===== src/rtl/riscv_core_pkg.sv =====
// Shared core types plus the write-back arbitration constants.
//   reg_addr_t / word_t : register address and data word
//   N_WB_REQ, WB_*      : number of write-back requesters and their port indices
//   wb_req_t            : one requester's {valid, rd, data} bundle
package riscv_core_pkg;

  typedef logic [4:0]  reg_addr_t;
  typedef logic [31:0] word_t;

  localparam int N_WB_REQ = 3;
  localparam int WB_ALU   = 0;
  localparam int WB_LSU   = 1;
  localparam int WB_MDU   = 2;

  typedef struct packed {
    logic      valid;
    reg_addr_t rd;
    word_t     data;
  } wb_req_t;

endpackage


===== src/rtl/rr_arbiter.sv =====
// Combinational round-robin arbiter. Searches upward from ptr_i (mod N)
// and grants the first active request.
//   req_i     : request vector
//   ptr_i     : highest-priority index this cycle
//   gnt_o     : one-hot grant, zero when no request is active
//   gnt_idx_o : index of the granted request (0 when none)
module rr_arbiter #(
  parameter int N     = 3,
  parameter int PTR_W = (N > 1) ? $clog2(N) : 1
) (
  input  logic [N-1:0]     req_i,
  input  logic [PTR_W-1:0] ptr_i,
  output logic [N-1:0]     gnt_o,
  output logic [PTR_W-1:0] gnt_idx_o
);

  logic found;

  // NOTE: every output of a combinational block gets a default before any
  // conditional assignment, otherwise synthesis infers a latch.
  always_comb begin
    gnt_o     = '0;
    gnt_idx_o = '0;
    found     = 1'b0;
    for (int i = 0; i < N; i++) begin
      int j;
      j = int'(ptr_i) + i;
      if (j >= N) j = j - N;
      if (!found && req_i[j]) begin
        found     = 1'b1;
        gnt_o[j]  = 1'b1;
        gnt_idx_o = PTR_W'(j);
      end
    end
  end

endmodule


===== src/rtl/rf_wb_arbiter.sv =====
// Shares the single register-file write port among N_REQ write-back
// requesters. Round-robin grant, one accept per cycle, one-deep write stage,
// x0 writes absorbed, staged write bypassed onto both decode read ports.
//   req_valid_i/req_rd_addr_i/req_data_i : per-requester write (flattened)
//   req_ready_o                          : one-hot grant
//   rf_write_en_o/rf_rd_addr_o/rf_rd_data_o : staged register-file write
//   rs*_addr_i, rf_rs*_data_i            : decode read address / raw RF data
//   rs*_data_o                           : bypassed read data
//   busy_o                               : staged write pending
module rf_wb_arbiter
  import riscv_core_pkg::*;
#(
  parameter int N_REQ = N_WB_REQ,
  parameter int PTR_W = $clog2(N_REQ)
) (
  input  logic               clk_i,
  input  logic               rst_ni,
  input  logic [N_REQ-1:0]   req_valid_i,
  input  logic [N_REQ*5-1:0] req_rd_addr_i,
  input  logic [N_REQ*32-1:0] req_data_i,
  output logic [N_REQ-1:0]   req_ready_o,
  output logic               rf_write_en_o,
  output logic [4:0]         rf_rd_addr_o,
  output logic [31:0]        rf_rd_data_o,
  input  logic [4:0]         rs1_addr_i,
  input  logic [4:0]         rs2_addr_i,
  input  logic [31:0]        rf_rs1_data_i,
  input  logic [31:0]        rf_rs2_data_i,
  output logic [31:0]        rs1_data_o,
  output logic [31:0]        rs2_data_o,
  output logic               busy_o
);

  wb_req_t          reqs [N_REQ];
  wb_req_t          sel;
  logic [N_REQ-1:0] gnt;
  logic [PTR_W-1:0] gnt_idx;
  logic [PTR_W-1:0] ptr_q;
  logic             accept;

  logic             stage_valid_q;
  reg_addr_t        stage_rd_q;
  word_t            stage_data_q;

  always_comb begin
    for (int i = 0; i < N_REQ; i++) begin
      reqs[i] = '{valid: req_valid_i[i],
                  rd:    req_rd_addr_i[i*5 +: 5],
                  data:  req_data_i[i*32 +: 32]};
    end
  end

  rr_arbiter #(.N(N_REQ), .PTR_W(PTR_W)) u_rr (
    .req_i     (req_valid_i),
    .ptr_i     (ptr_q),
    .gnt_o     (gnt),
    .gnt_idx_o (gnt_idx)
  );

  // Nothing is accepted while reset is held, so in-flight requests wait.
  assign req_ready_o = rst_ni ? gnt : '0;
  assign accept      = |req_ready_o;
  assign sel         = reqs[gnt_idx];

  // NOTE: sequential state uses non-blocking assignments with an asynchronous
  // active-low reset in the sensitivity list.
  always_ff @(posedge clk_i or negedge rst_ni) begin
    if (!rst_ni) begin
      ptr_q <= '0;
    end else if (accept) begin
      ptr_q <= (gnt_idx == PTR_W'(N_REQ - 1)) ? '0 : gnt_idx + PTR_W'(1);
    end
  end

  // An x0 accept clears the stage but keeps the last address/data, so a
  // write to x0 can never appear on the port.
  always_ff @(posedge clk_i or negedge rst_ni) begin
    if (!rst_ni) begin
      stage_valid_q <= 1'b0;
      stage_rd_q    <= '0;
      stage_data_q  <= '0;
    end else begin
      stage_valid_q <= accept && (sel.rd != '0);
      if (accept && (sel.rd != '0)) begin
        stage_rd_q   <= sel.rd;
        stage_data_q <= sel.data;
      end
    end
  end

  assign rf_write_en_o = stage_valid_q;
  assign rf_rd_addr_o  = stage_rd_q;
  assign rf_rd_data_o  = stage_data_q;
  assign busy_o        = stage_valid_q;

  // The register file returns old data on a same-cycle read/write collision,
  // so the staged write is forwarded here.
  function automatic word_t bypass(reg_addr_t addr, word_t rf_data);
    if (addr == '0)                                  return '0;
    else if (stage_valid_q && (addr == stage_rd_q))  return stage_data_q;
    else                                             return rf_data;
  endfunction

  assign rs1_data_o = bypass(rs1_addr_i, rf_rs1_data_i);
  assign rs2_data_o = bypass(rs2_addr_i, rf_rs2_data_i);

`ifndef SYNTHESIS
  a_grant_onehot0 : assert property (@(posedge clk_i) disable iff (!rst_ni)
    $onehot0(req_ready_o));

  a_no_x0_write : assert property (@(posedge clk_i) disable iff (!rst_ni)
    rf_write_en_o |-> (rf_rd_addr_o != '0));

  for (genvar g = 0; g < N_REQ; g++) begin : g_hold
    a_req_stable : assert property (@(posedge clk_i) disable iff (!rst_ni)
      (req_valid_i[g] && !req_ready_o[g]) |=>
        (req_valid_i[g] && $stable(req_rd_addr_i[g*5 +: 5])
                        && $stable(req_data_i[g*32 +: 32])));
  end
`endif

endmodule


===== config.mk =====
export PLATFORM = sky130hd
export DESIGN_NAME = rf_wb_arbiter
export DESIGN_NICKNAME = d
export VERILOG_FILES = /design/src/rtl/riscv_core_pkg.sv /design/src/rtl/rr_arbiter.sv /design/src/rtl/rf_wb_arbiter.sv
export SDC_FILE = /design/constraint.sdc
export NUM_CORES = 1
export LEC_CHECK = 0
export ABC_AREA = 1
export BUFFER_PORTS_ARGS = -buffer_cell sky130_fd_sc_hd__buf_2
export CAP_MARGIN = 5
export CORE_AREA = 2 2 115 117
export CTS_CLUSTER_DIAMETER = 100
export CTS_CLUSTER_SIZE = 12
export DETAILED_ROUTE_END_ITERATION = 7
export DIE_AREA = 0 0 117 119
export HOLD_SLACK_MARGIN = 0.02
export PLACE_DENSITY = 0.77
export SYNTH_ARGS = -nofsm -noshare
export SYNTH_HDL_FRONTEND = slang
export SYNTH_HIERARCHICAL = 1
export SYNTH_SLANG_ARGS = --single-unit

===== constraint.sdc =====
create_clock -name clk_i -period 2.38 [get_ports clk_i]
set_clock_uncertainty 0.05 [all_clocks]
set_input_delay 0 -clock clk_i [delete_from_list [all_inputs] [get_ports clk_i]]
set_output_delay 0 -clock clk_i [all_outputs]
set_load 0.02 [all_outputs]

### Word level (Yosys, flattened, before mapping)

Index checks and enable logic that the tools add are counted.

* $add $sub $neg: 6
* $mul: 0
* div/mod/pow operators: 0
* magnitude comparators: 10
* equality and inequality tests: 3
* shifts and indexed selects: 0
* multiplexer cells: 35
* bitwise logic cells: 3
* reduce and logical (&&, ||, !) cells: 14

Operator list (count)
* 32-bit two-way mux: 7
* 32-bit by 1-bit >= comparator with 1-bit output, second input constant: 3
* 32-bit by 4-bit < comparator with 1-bit output, second input constant: 3
* 38-bit binary-select mux with 2-bit select: 1
* 37-bit two-way mux: 2
* 32-bit by 3-bit >= comparator with 1-bit output, second input constant: 2
* 32-bit by 3-bit subtractor with 32-bit output, second input constant: 2
* 3-bit two-way mux: 4
* 1-bit two-way mux: 11
* 5-bit == test: 2
* 5-bit logical NOT: 2
* 1-bit logical AND: 8
* 2-bit two-way mux: 4
* 1-bit binary-select mux with 2-bit select: 3
* 1-bit demux with 2-bit select: 3
* 3-bit OR: 2
* 5-bit nonzero test: 1
* 2-bit by 1-bit adder with 3-bit output, second input constant: 1
* 2-bit by 2-bit adder with 3-bit output, second input constant: 1
* 3-bit >= comparator, second input constant: 1
* 2-bit inverter with 3-bit output: 1
* 3-bit OR reduction: 1
* 2-bit by 2-bit subtractor with 3-bit output, second input constant: 1
* 2-bit by 1-bit adder with 2-bit output, second input constant: 1
* other kinds (3): 4

* flip-flop bits (word level): 40
* latch bits: 0
* RAM bits: 0
* ROM bits: 0
* bits of input ports: 190
* logic and storage cells: 75
* memories: 0

### Depth between registers and ports, before layout

Gate-level depths: netlist (run 1).

* depth in word-level cells: 18
* gate-level depth with buffers: 23
* gate-level depth less buffers: 20

### Hierarchy

Netlist (run 1), hierarchy kept.

Modules (own cells, without submodules)
* rf_wb_arbiter: instances 1, cells each 722, area an instance 3911.3 um^2
* rr_arbiter: instances 1, cells each 62, area an instance 316.6 um^2

### Worst setup path after synthesis (run 1)

No wires, ideal clock.

* path kind: reg-to-reg
* start point: register ptr_q[0]
* end point: register stage_data_q[1] (netlist: rf_rd_data_o[1])
* arrival time: 2.319 ns
* slack: -0.106 ns
* cell stages (with the launch flop): 23
* cell sequence: dfrtp_1 > inv_1 > ha_1 > buf_4 > nand2_1 > nand3_1 > nand2_1 > nand3_1 > nand2_2 > inv_2 > nand2_1 > buf_6 > inv_4 > nor2_4 > nand2_1 > nand2_1 > nor2_2 > nand3_2 > nand2_2 > buf_6 > buf_8 > nand2_2 > nand2_1

* cells in the longest elaborated chain, start to end: 18
* elaborated cells between the ends (all ways): 57

RTL lines
* start, declared: RTL line rf_wb_arbiter.sv:38 `logic [PTR_W-1:0] ptr_q;`
* start signal, assigned: RTL line rf_wb_arbiter.sv:71 `ptr_q <= (gnt_idx == PTR_W'(N_REQ - 1)) ? '0 : gnt_idx + PTR_W'(1);`
* parallel branches: the longest is 11 deep, another holds 32-bit by 3-bit subtractor with 32-bit output
* 2-bit two-way mux *: RTL line rr_arbiter.sv:29 `if (!found && req_i[j]) begin`
* named net gnt_idx[0]: RTL line rf_wb_arbiter.sv:37 `logic [PTR_W-1:0] gnt_idx;`
* 2-bit inverter with 3-bit output (implied by the code) *: RTL line rf_wb_arbiter.sv:63 `assign sel = reqs[gnt_idx];`
* 38-bit binary-select mux with 2-bit select *: RTL line rf_wb_arbiter.sv:63
* 37-bit two-way mux (implied by the code) * (2 in series): RTL line rf_wb_arbiter.sv:63
* 5-bit nonzero test: RTL line rf_wb_arbiter.sv:84 `if (accept && (sel.rd != '0)) begin`
* 1-bit logical AND: RTL line rf_wb_arbiter.sv:84
* end signal, assigned: RTL line rf_wb_arbiter.sv:86 `stage_data_q <= sel.data;`
* end, declared: RTL line rf_wb_arbiter.sv:43 `word_t stage_data_q;`

Mark *: on every way through the listed nets, which the timed path passes. The select of a mux whose other input is x is not followed.
A chain may end at the register's enable or synchronous reset.

### Worst setup path in the final report (run 1)

* start point: register ptr_q[0]
* end point: register stage_rd_q[0] (netlist: rf_rd_addr_o[0])

* cells in the longest elaborated chain, start to end: 18
* elaborated cells between the ends (all ways): 57

RTL lines
* parallel branches: the longest is 11 deep, another holds 32-bit by 3-bit subtractor with 32-bit output
* 2-bit two-way mux *: RTL line rr_arbiter.sv:29
* named net gnt_idx[1]: RTL line rf_wb_arbiter.sv:37
* 2-bit inverter with 3-bit output (implied by the code) *: RTL line rf_wb_arbiter.sv:63
* 38-bit binary-select mux with 2-bit select *: RTL line rf_wb_arbiter.sv:63
* 37-bit two-way mux (implied by the code) * (2 in series): RTL line rf_wb_arbiter.sv:63
* 5-bit nonzero test: RTL line rf_wb_arbiter.sv:84
* 1-bit logical AND: RTL line rf_wb_arbiter.sv:84
* end signal, assigned: RTL line rf_wb_arbiter.sv:85 `stage_rd_q <= sel.rd;`
* end, declared: RTL line rf_wb_arbiter.sv:42 `reg_addr_t stage_rd_q;`

Marked as above.

==> results of run 1 <==
==> area by class of cell <==
class,instances,area (um2)
inverter,95,374
tap,176,220
multi-input combinational,607,2950
timing repair buffer,354,2070
clock buffer,6,129
sequential,40,1000
clock inverter,1,5.00
fill,1349,6120
==> cell usage after synthesis, types with 4 or more instances <==
master      n
a21oi_1     4
buf_1       5
buf_2       8
buf_4       5
buf_6       4
clkbuf_1   19
dfrtp_1    40
ha_1        4
inv_1      86
inv_2       7
nand2_1   322
nand2_2    23
nand3_1    87
nand3_2     7
nor2_1    134
o21ai_0     5
==> worst reg2reg max path, cell delays in order, from the launching register on <==
cell	delay [ns]
dfrtp_1	0.40
buf_6	0.14
ha_2	0.20
o21ai_4	0.15
nand2_4	0.11
nand3_1	0.11
nand2_1	0.05
inv_1	0.06
nand2_2	0.06
buf_12	0.15
nor2_8	0.17
nand2_2	0.10
nand3_2	0.11
nor2_4	0.06
nand3_4	0.12
nand2_8	0.11
clkbuf_16	0.19
nand2_2	0.05
nand2_1	0.05
==> cells by family (layout without fill, tap and decap cells) <==
family | after synthesis | after routing | synth area share
buf+inv | 138 | 456 | 0.144
compound gates | 14 | 14 | 0.0192
flops | 40 | 40 | 0.237
simple gates | 587 | 588 | 0.585
mux | 1 | 1 | 0.00266
fa+ha+maj | 4 | 4 | 0.0118
==> routing by layer <==
layer,up-vias,GRT usage,share of wire
met5,-,0,0
met4,0,0.0654,0.021
met3,24,0.0356,0.069
met2,250,0.424,0.51
met1,2586,0.266,0.40
li1,2992,-,-
==> through the flow <==
stage          setup TNS (ns)  hold WS, ns  setup slack (ns)
2_1_floorplan           -1.51       -0.346           -0.0706
3_3_place_gp            -5.54       0.0940            -0.160
3_5_place_dp            -8.46        0.122            -0.240
4_1_cts                 -3.05       0.0239            -0.102
5_1_grt                -10.73       0.0466            -0.303
6_report                -4.67       0.0190            -0.143
==> power by group <==
part           total, mW  leakage [nW]  internal [mW]  switching (mW)
sequential          1.47         0.501           1.05           0.425
clock              0.635        0.0667          0.381           0.254
combinational       7.97          3.84           3.25            4.73
==> how the worst max path moves through the flow <==
stage / startpoint / depth (start not counted) / slack, ns / to
2_1_floorplan: ptr_q[0] / 23 / -0.07 / rf_rd_data_o[1]
3_3_place_gp: ptr_q[0] / 16 / -0.16 / rf_rd_data_o[17]
3_5_place_dp: ptr_q[0] / 16 / -0.24 / rf_rd_data_o[6]
4_1_cts: ptr_q[0] / 19 / -0.10 / rf_rd_data_o[1]
5_1_grt: ptr_q[1] / 21 / -0.30 / rf_rd_data_o[22]
6_report: ptr_q[0] / 18 / -0.14 / rf_rd_addr_o[0]
==> flip-flops by register name, summed over array words and instances, names as in the netlist <==
register / flops
rf_rd_data_o: 32
rf_rd_addr_o: 5
busy_o: 1
ptr_q: 2
==> repair_timing <==
item                                   CTS  global route
setup buffers                            7             6
pin swaps                               14            13
hold buffers                             1             0
cloned                                   1             3
setup endpoints to repair               42            42
endpoints found under the hold margin   40             0
gates resized for setup                 35            52
==> results.cfg, run 1 <==
[yosys]
synth_seq_cells = 40
syn_nets = 978
async_flop_share = 1.00
synth-main-ff-cell = dfrtp_1
syn_area_per_cell_um2 = 5.39
syn_area_um2 = 4230
synth.area.top_cells = nand2_1 (29%), dfrtp_1 (24%), nor2_1 (12%), nand3_1 (10%), inv_1 (7.6%)
yosys.area.top_type_share = 0.286
syn_inst = 784
synth-edff-count = 0
yosysSeqAreaShare = 0.237
yosys_warnings = 6
synth_largest_area_cell = nand2_1
synth_cell_types = 31

[drt]
via_per_inst = 4.58
wl_per_cell_um = 13.2
first_pass_iters = 5
routed_wl_um = 16900
vias = 5852
ant_nets = 0
drtIter0Drc = 216
drc = 0

[worst_hold_path]
min_to = rf_rd_data_o[26]
hp-start = req_data_i[90]
hold_path.class = in2reg
holdPathStages = 5

[cells_and_area]
insertedDiodeCount = 0
fin_nets = 1297
area_growth_pct = 59.7
final_core_util = 0.524
final_cell_mix = buf_2 (295), nand2_1 (293), nor2_1 (132)
mostFrequentLayoutCell = buf_2
stdcell_count = 1279
drive_above_1_share = 0.419
fin_area_um2 = 6750

[critical_path]
max_stage_delay_ns = 0.40
cpMostUsedCell = nand2_2
cpLargestDelayFamily = simple AND/OR/NAND/NOR gates
reg2reg_to = rf_rd_addr_o[0]
cp_cell_sequence = buf_6 -> ha_2 -> o21ai_4 -> nand2_4 -> nand3_1 -> nand2_1 -> inv_1 -> nand2_2 -> buf_12 -> nor2_8 -> nand2_2 -> nand3_2 -> nor2_4 -> nand3_4 -> nand2_8 -> clkbuf_16 -> nand2_2 -> nand2_1
path_buf_inv = 4
start_kind = flop
crit_required_ns = 2.49
critPathCaptureType = flop
slowest_stage = dfrtp_1
critPathArrivalTime_ns = 2.64
critical_path.max_fanout = 9
r2r-start = ptr_q[0]
reg2reg_depth = 18
worstSetupPathType = reg2reg
rrSetupSlack_ns = -0.14

[floorplan]
num_io_pins = 296
fp.dieW_um = 117
die_h_um = 119
num_rows = 42
core-area_um2 = 12900
fp.dieArea_um2 = 13900
initial_core_util = 0.328

[global_routing]
grt_use_total = 0.228
first_global_vias = 5253
grt_max_degree = 47
globalRouteOverflowTotal = 0
grt_pass1_wl_um = 25200
antenna_found_initial = 0

[clocking]
clkTransAtPathRegs_ns = 0.06
clockRootBuffer = clkbuf_16
h-tree-depth = 2
insertion_delay_ns = 0.27
cts.sinks = 40
cts_tree = yes
clock_path_buffers = 2
cts_buffers = 5

[placed_design]
placed_cells_incl_taps = 1256
dpl.hpwl_um = 12900
placed_area_um2 = 6100
gp_congestion = 0.899
port_buffers = 295

[run_status]
violations = negative setup slack
status = finished, violations left

[timing]
min_period_over_period = 1.06
worst_pin_slew_ns = 0.572
min_period_ns = 2.52
rsz0062_at_grt = yes
fin_ws_ns = -0.143
hold_viol = 0
max_freq_mhz = 396
relSlewSlack = 0.618
setup_viol = 38
slew_violations = 0

[power_and_ir_drop]
leakagePower_nw = 4.41
irDropWorstVdd_v = 0.000897
pwr_density_cell_nw_per_um2 = 1490
power_mw = 10.1

[job]
drv_cap = 0
Power figures use the tool's default switching activity.
==> run 2, diff against run 1 <==
- ABC_AREA: 1 -> unset
- PLACE_DENSITY: 0.77 -> 0.73
==> run 2 against run 1 <==
  * The flow still finishes with violations (negative setup slack)
  * Utilization fell by 2.5 points
  * Register-to-register slack got worse by 0.64 ns
  * Wire length fell by 9.1%
  * Sequential power rose by 3%
  * Sequential share of layout area rose by 0.73 points
  * Final area fell by 4.8%
  * Clock power barely moved
  * Synthesized cell count fell by 45%
  * Critical endpoint is now rf_rd_data_o[6]
  * Largest power group unchanged
  * Highest routed layer unchanged
==> results.cfg, run 2 <==
[global_routing]
antenna_found_initial = 0
grt_use_total = 0.207
grt_max_degree = 45
globalRouteOverflowTotal = 0
grt_pass1_wl_um = 22200
first_global_vias = 4316

[critical_path]
rrSetupSlack_ns = -0.78
crit_start = ptr_q[0]
reg2reg_depth = 13
critPathArrivalTime_ns = 3.28
r2r-start = ptr_q[0]
crit_required_ns = 2.49
critical_path.max_fanout = 13
worstSetupPathType = reg2reg
worstSetupEndpoint = rf_rd_data_o[6]
reg2reg_to = rf_rd_data_o[6]
start_kind = flop
critPathCaptureType = flop

[cells_and_area]
insertedDiodeCount = 0
drive_above_1_share = 0.551
final_cell_mix = buf_2 (295), mux2i_1 (100), nor2_1 (69)
fin_area_um2 = 6430
area_growth_pct = 67.2
final_core_util = 0.499
fin_nets = 972
stdcell_count = 954
largest_reg_flops = 32
mostFrequentLayoutCell = buf_2

[power_and_ir_drop]
pwr_density_cell_nw_per_um2 = 1280
power_mw = 8.24
leakagePower_nw = 3.16
irDropWorstVdd_v = 0.000549

[yosys]
yosys.area.top_type_share = 0.268
synth_simple_gate_area_frac = 0.140
synth_xor_area_frac = 0.0228
yosys_warnings = 6
synth-main-ff-cell = dfrtp_1
syn_area_um2 = 3840
synth_top_family_by_area = multiplexers
async_flop_share = 1.00
synth_compound_area_frac = 0.115
synth.area.top_cells = mux2i_1 (27%), dfrtp_1 (26%), mux2_4 (11%), nor2_1 (6.9%), o21ai_0 (5.3%)
synth_cell_types = 41
syn_nets = 626
synth_seq_cells = 40
synth-edff-count = 0
syn_area_per_cell_um2 = 8.90
yosys-top-cells-count = mux2i_1 (103), nor2_1 (71), o21ai_0 (41)
synthMuxAreaShare = 0.393
syn_inst = 432
yosysSeqAreaShare = 0.260
synth_largest_area_cell = mux2i_1
synth_fa_ha_area_frac = 0.0130
synth_most_common_cell = mux2i_1

[floorplan]
num_rows = 42
fp.dieArea_um2 = 13900
num_io_pins = 296
die_h_um = 119
initial_core_util = 0.299
core-area_um2 = 12900
fp.dieW_um = 117

[timing]
slew_violations = 0
holdWs_ns = 0.0292
min_period_ns = 3.16
finalSetupTns_ns = -27.13
setup_viol = 40
relSlewSlack = 0.628
worst_pin_slew_ns = 0.557
min_period_over_period = 1.33
rsz0062_at_grt = yes
fin_ws_ns = -0.783
hold_viol = 0
max_freq_mhz = 316

[clocking]
clock_path_buffers = 2
clockRootBuffer = clkbuf_16
h-tree-depth = 2
insertion_delay_ns = 0.27
cts_buffers = 5
clkTransAtPathRegs_ns = 0.06
cts_tree = yes
cts.sinks = 40

[drt]
routed_wl_um = 15400
via_per_inst = 4.86
wl_per_cell_um = 16.1
drtIter0Drc = 201
vias = 4641
ant_nets = 0
first_pass_iters = 5
drc = 0

[placed_design]
gp_congestion = 0.926
post-place-ws_ns = -0.796
port_buffers = 295
placed_cells_incl_taps = 917
placed_area_um2 = 5830
dpl.hpwl_um = 11800

[run_status]
status = finished, violations left
violations = negative setup slack

[worst_hold_path]
hold_path.class = in2reg

[job]
drv_cap = 0
-- run 2: worst max-delay path, stage by stage (launching register included) --
cell,delay [ns]
dfrtp_1,0.38
buf_6,0.13
ha_4,0.16
mux2_4,0.30
mux2i_4,0.16
o211ai_1,0.17
o21ai_4,0.12
buf_6,0.12
mux2i_2,0.20
o2bb2ai_2,0.10
or3_4,0.40
o21a_4,0.27
buf_12,0.17
mux2_4,0.30
-- run 2: timing repair --
item / in CTS / in global routing
hold buffers: 13 / 0
setup endpoints to repair: 40 / 49
cloned: 2 / 0
pin swaps: 10 / 9
buffers inserted: 8 / 7
endpoints found under the hold margin: 52 / 0
gates resized for setup: 27 / 14
-- run 2: power breakdown --
group / switching, mW / internal (mW) / total [mW]
registers: 0.464 / 1.05 / 1.51
logic: 2.97 / 3.11 / 6.09
clock network: 0.255 / 0.381 / 0.636
total: 3.69 / 4.54 / 8.24
-- run 2: cell families (layout without fill, tap and decap cells) --
| kind of cell | count (synthesis) | in the layout |
|---|---|---|
| mux | 136 | 136 |
| simple gates | 129 | 129 |
| compound gates | 72 | 72 |
| buf+inv | 41 | 387 |
| flops | 40 | 40 |
| xor+xnor | 10 | 10 |
| fa+ha+maj | 4 | 4 |
-- run 2: per-layer routing --
layer  up-vias  share of wire  global-route usage  wire length, um
met2       215           0.52               0.376             7970
met5         -              0                   0                0
met1      2183           0.40               0.250             6200
met4         0          0.025              0.0676              385
li1       2215              -                   -                -
met3        28          0.054              0.0249              834
-- run 2: final cells by class --
| class | instances | area (um2) |
|---|---|---|
| fillers | 1203 | 6450 |
| inverters | 6 | 25.0 |
| flip-flops and latches | 40 | 1000 |
| repair buffers | 374 | 2230 |
| clock buffers | 6 | 129 |
| well taps | 176 | 220 |
| clock inverters | 1 | 5.00 |
| multi-input cells | 351 | 2810 |
-- run 2: worst min path at each step --
| stage | slack [ns] | startpoint | to | cells after the start |
|---|---|---|---|---|
| after detailed placement | 0.13 | rst_ni | rf_rd_addr_o[4] | 2 |
| after floorplan | -0.35 | rst_ni | busy_o | 0 |
| final | 0.03 | req_data_i[63] | rf_rd_data_o[31] | 4 |
| after CTS | 0.02 | req_data_i[44] | rf_rd_data_o[12] | 4 |
| after global placement | 0.13 | rst_ni | rf_rd_addr_o[4] | 2 |
| after global routing | 0.04 | req_data_i[32] | rf_rd_data_o[0] | 4 |
==> run 3, diff against run 2 <==
- ABC_AREA: unset -> 0
- CORE_AREA: 2 2 115 117 -> 2 2 116 118
- CTS_CLUSTER_DIAMETER: 100 -> unset
- DIE_AREA: 0 0 117 119 -> 0 0 118 120
- PLACE_DENSITY: 0.73 -> 0.7
- clock period: 2.38 -> 3.4 ns (I/O delays scaled with it)
==> run 3 against run 2 <==
  * The flow now finishes without violations
  * Worst setup slack better by 0.91 ns
  * Global-route usage down 1.2 points
  * Die area up 1.7%
  * Utilization down 4.0 points
  * Final cell count down 4.1%
  * Critical path type unchanged
==> results.cfg, run 3 (same netlist as run 2, synthesis figures left out) <==
[run_status]
status = complete, no violations

[clocking]
cts.sinks = 40
cts_buffers = 5
h-tree-depth = 2
clockRootBuffer = clkbuf_16
clkTransAtPathRegs_ns = 0.05
cts_tree = yes
insertion_delay_ns = 0.27
clock_path_buffers = 2

[cells_and_area]
insertedDiodeCount = 0
drive_above_1_share = 0.499
area_growth_pct = 55.2
mostFrequentLayoutCell = buf_2
fin_nets = 933
stdcell_count = 915
largest_reg_flops = 32
final_cell_mix = buf_2 (295), mux2i_1 (103), nor2_1 (69)

[global_routing]
grt_use_total = 0.196
grt_max_degree = 45
antenna_found_initial = 1
globalRouteOverflowTotal = 0
first_global_vias = 4281
grt_pass1_wl_um = 22200

[timing]
holdWs_ns = 0.0276
hold_viol = 0
fin_ws_ns = 0.126
slew_violations = 0
min_period_ns = 3.27
max_freq_mhz = 305
setup_viol = 0
worst_pin_slew_ns = 0.893
relSlewSlack = 0.403
min_period_over_period = 0.963

[floorplan]
fp.dieW_um = 118
core-area_um2 = 13000
num_io_pins = 296
num_rows = 42
fp.dieArea_um2 = 14200
die_h_um = 120
initial_core_util = 0.296

[critical_path]
path_buf_inv = 2
cp_cell_sequence = inv_1 -> ha_1 -> or3b_1 -> nor2_1 -> o21ai_0 -> a21oi_4 -> nor2b_4 -> o2bb2ai_1 -> or2_2 -> o21a_4 -> buf_12 -> mux2_2
critPathArrivalTime_ns = 3.38
max_stage_delay_ns = 0.42
start_kind = flop
crit_required_ns = 3.51
cpLargestDelayFamily = simple AND/OR/NAND/NOR gates
critPathCaptureType = flop
worstSetupPathType = reg2reg
slowest_stage = or3b_1
critical_path.max_fanout = 13

[power_and_ir_drop]
power_mw = 5.05
leakagePower_nw = 2.93
pwr_density_cell_nw_per_um2 = 847
irDropWorstVdd_v = 0.000377

[drt]
routed_wl_um = 14600
dr_wl_met3_um = 1170
routed.top_layer = met5
first_pass_iters = 4
via_per_inst = 4.79
met1_length_um = 5880
vias = 4385
drc = 0
met2_length_um = 7300
ant_nets = 0
wl_per_cell_um = 15.9
drtIter0Drc = 115

[placed_design]
placed_cells_incl_taps = 887
gp_congestion = 0.809
post-place-ws_ns = 0.0461
dpl.hpwl_um = 11200
port_buffers = 295

[worst_hold_path]
hold_path.class = in2reg

[job]
drv_cap = 0
## run 3: report_power, final
| group | total, mW | internal, mW | switching (mW) |
|---|---|---|---|
| combinational | 3.53 | 1.71 | 1.82 |
| clock | 0.481 | 0.308 | 0.173 |
| sequential | 1.04 | 0.735 | 0.309 |
| total | 5.05 | 2.75 | 2.30 |
## run 3: path summary, 6_finish.rpt
| path | startpoint | endpoint | slack, ns | cells past startpoint |
|---|---|---|---|---|
| max | ptr_q[0] | rf_rd_data_o[10] | 0.13 | 12 |
| max reg2reg | ptr_q[0] | rf_rd_data_o[10] | 0.13 | 12 |
| min reg2reg | ptr_q[1] | ptr_q[1] | 0.49 | 2 |
| min | req_data_i[42] | rf_rd_data_o[10] | 0.03 | 4 |
| min in group asynchronous | rst_ni | rf_rd_data_o[26] | 0.38 | 3 |
| max in group asynchronous | rst_ni | rf_rd_data_o[10] | 2.55 | 3 |
## run 3: cell type report
class                      count  area (um2)
fill                        1309        7010
multi-input combinational    351        2690
timing repair buffer         335        1880
sequential                    40        1000
tap                          176         220
clock buffer                   7         153
inverter                       6        22.5
## run 3: layer usage
metal  vias to the layer above  global-route usage
met5                         -                   0
met4                         2              0.0497
met3                        18              0.0390
met2                       220               0.355
met1                      2011               0.237
li1                       2134                   -
## run 3: worst register-to-register path: cells and delay by family, from the launching register on
family	cells	cell delay (ns)
AND/OR/NAND/NOR	4	0.98
adder cells (fa/ha/maj)	1	0.36
flip-flops	1	0.39
AO/OA/AOI/OAI	4	0.79
multiplexers	1	0.34
buffers and inverters	2	0.25
## run 3: stage by stage
step / utilization / setup TNS [ns] / cell area, um2
after floorplan: - / 0 / 3840
after global placement: 0.430 / 0 / 5580
after detailed placement: 0.430 / 0 / 5580
after CTS: 0.454 / 0 / 5890
after global routing: 0.460 / -0.0209 / 5970
final: 0.460 / 0 / 5970
## run 3: timing repair
item                                    4_1_cts  5_1_grt
hold buffers                                 16        0
hold endpoints to repair                     55        0
setup buffers                                 0        4
endpoints found under the setup margin        0       32
resized for setup                             0        2
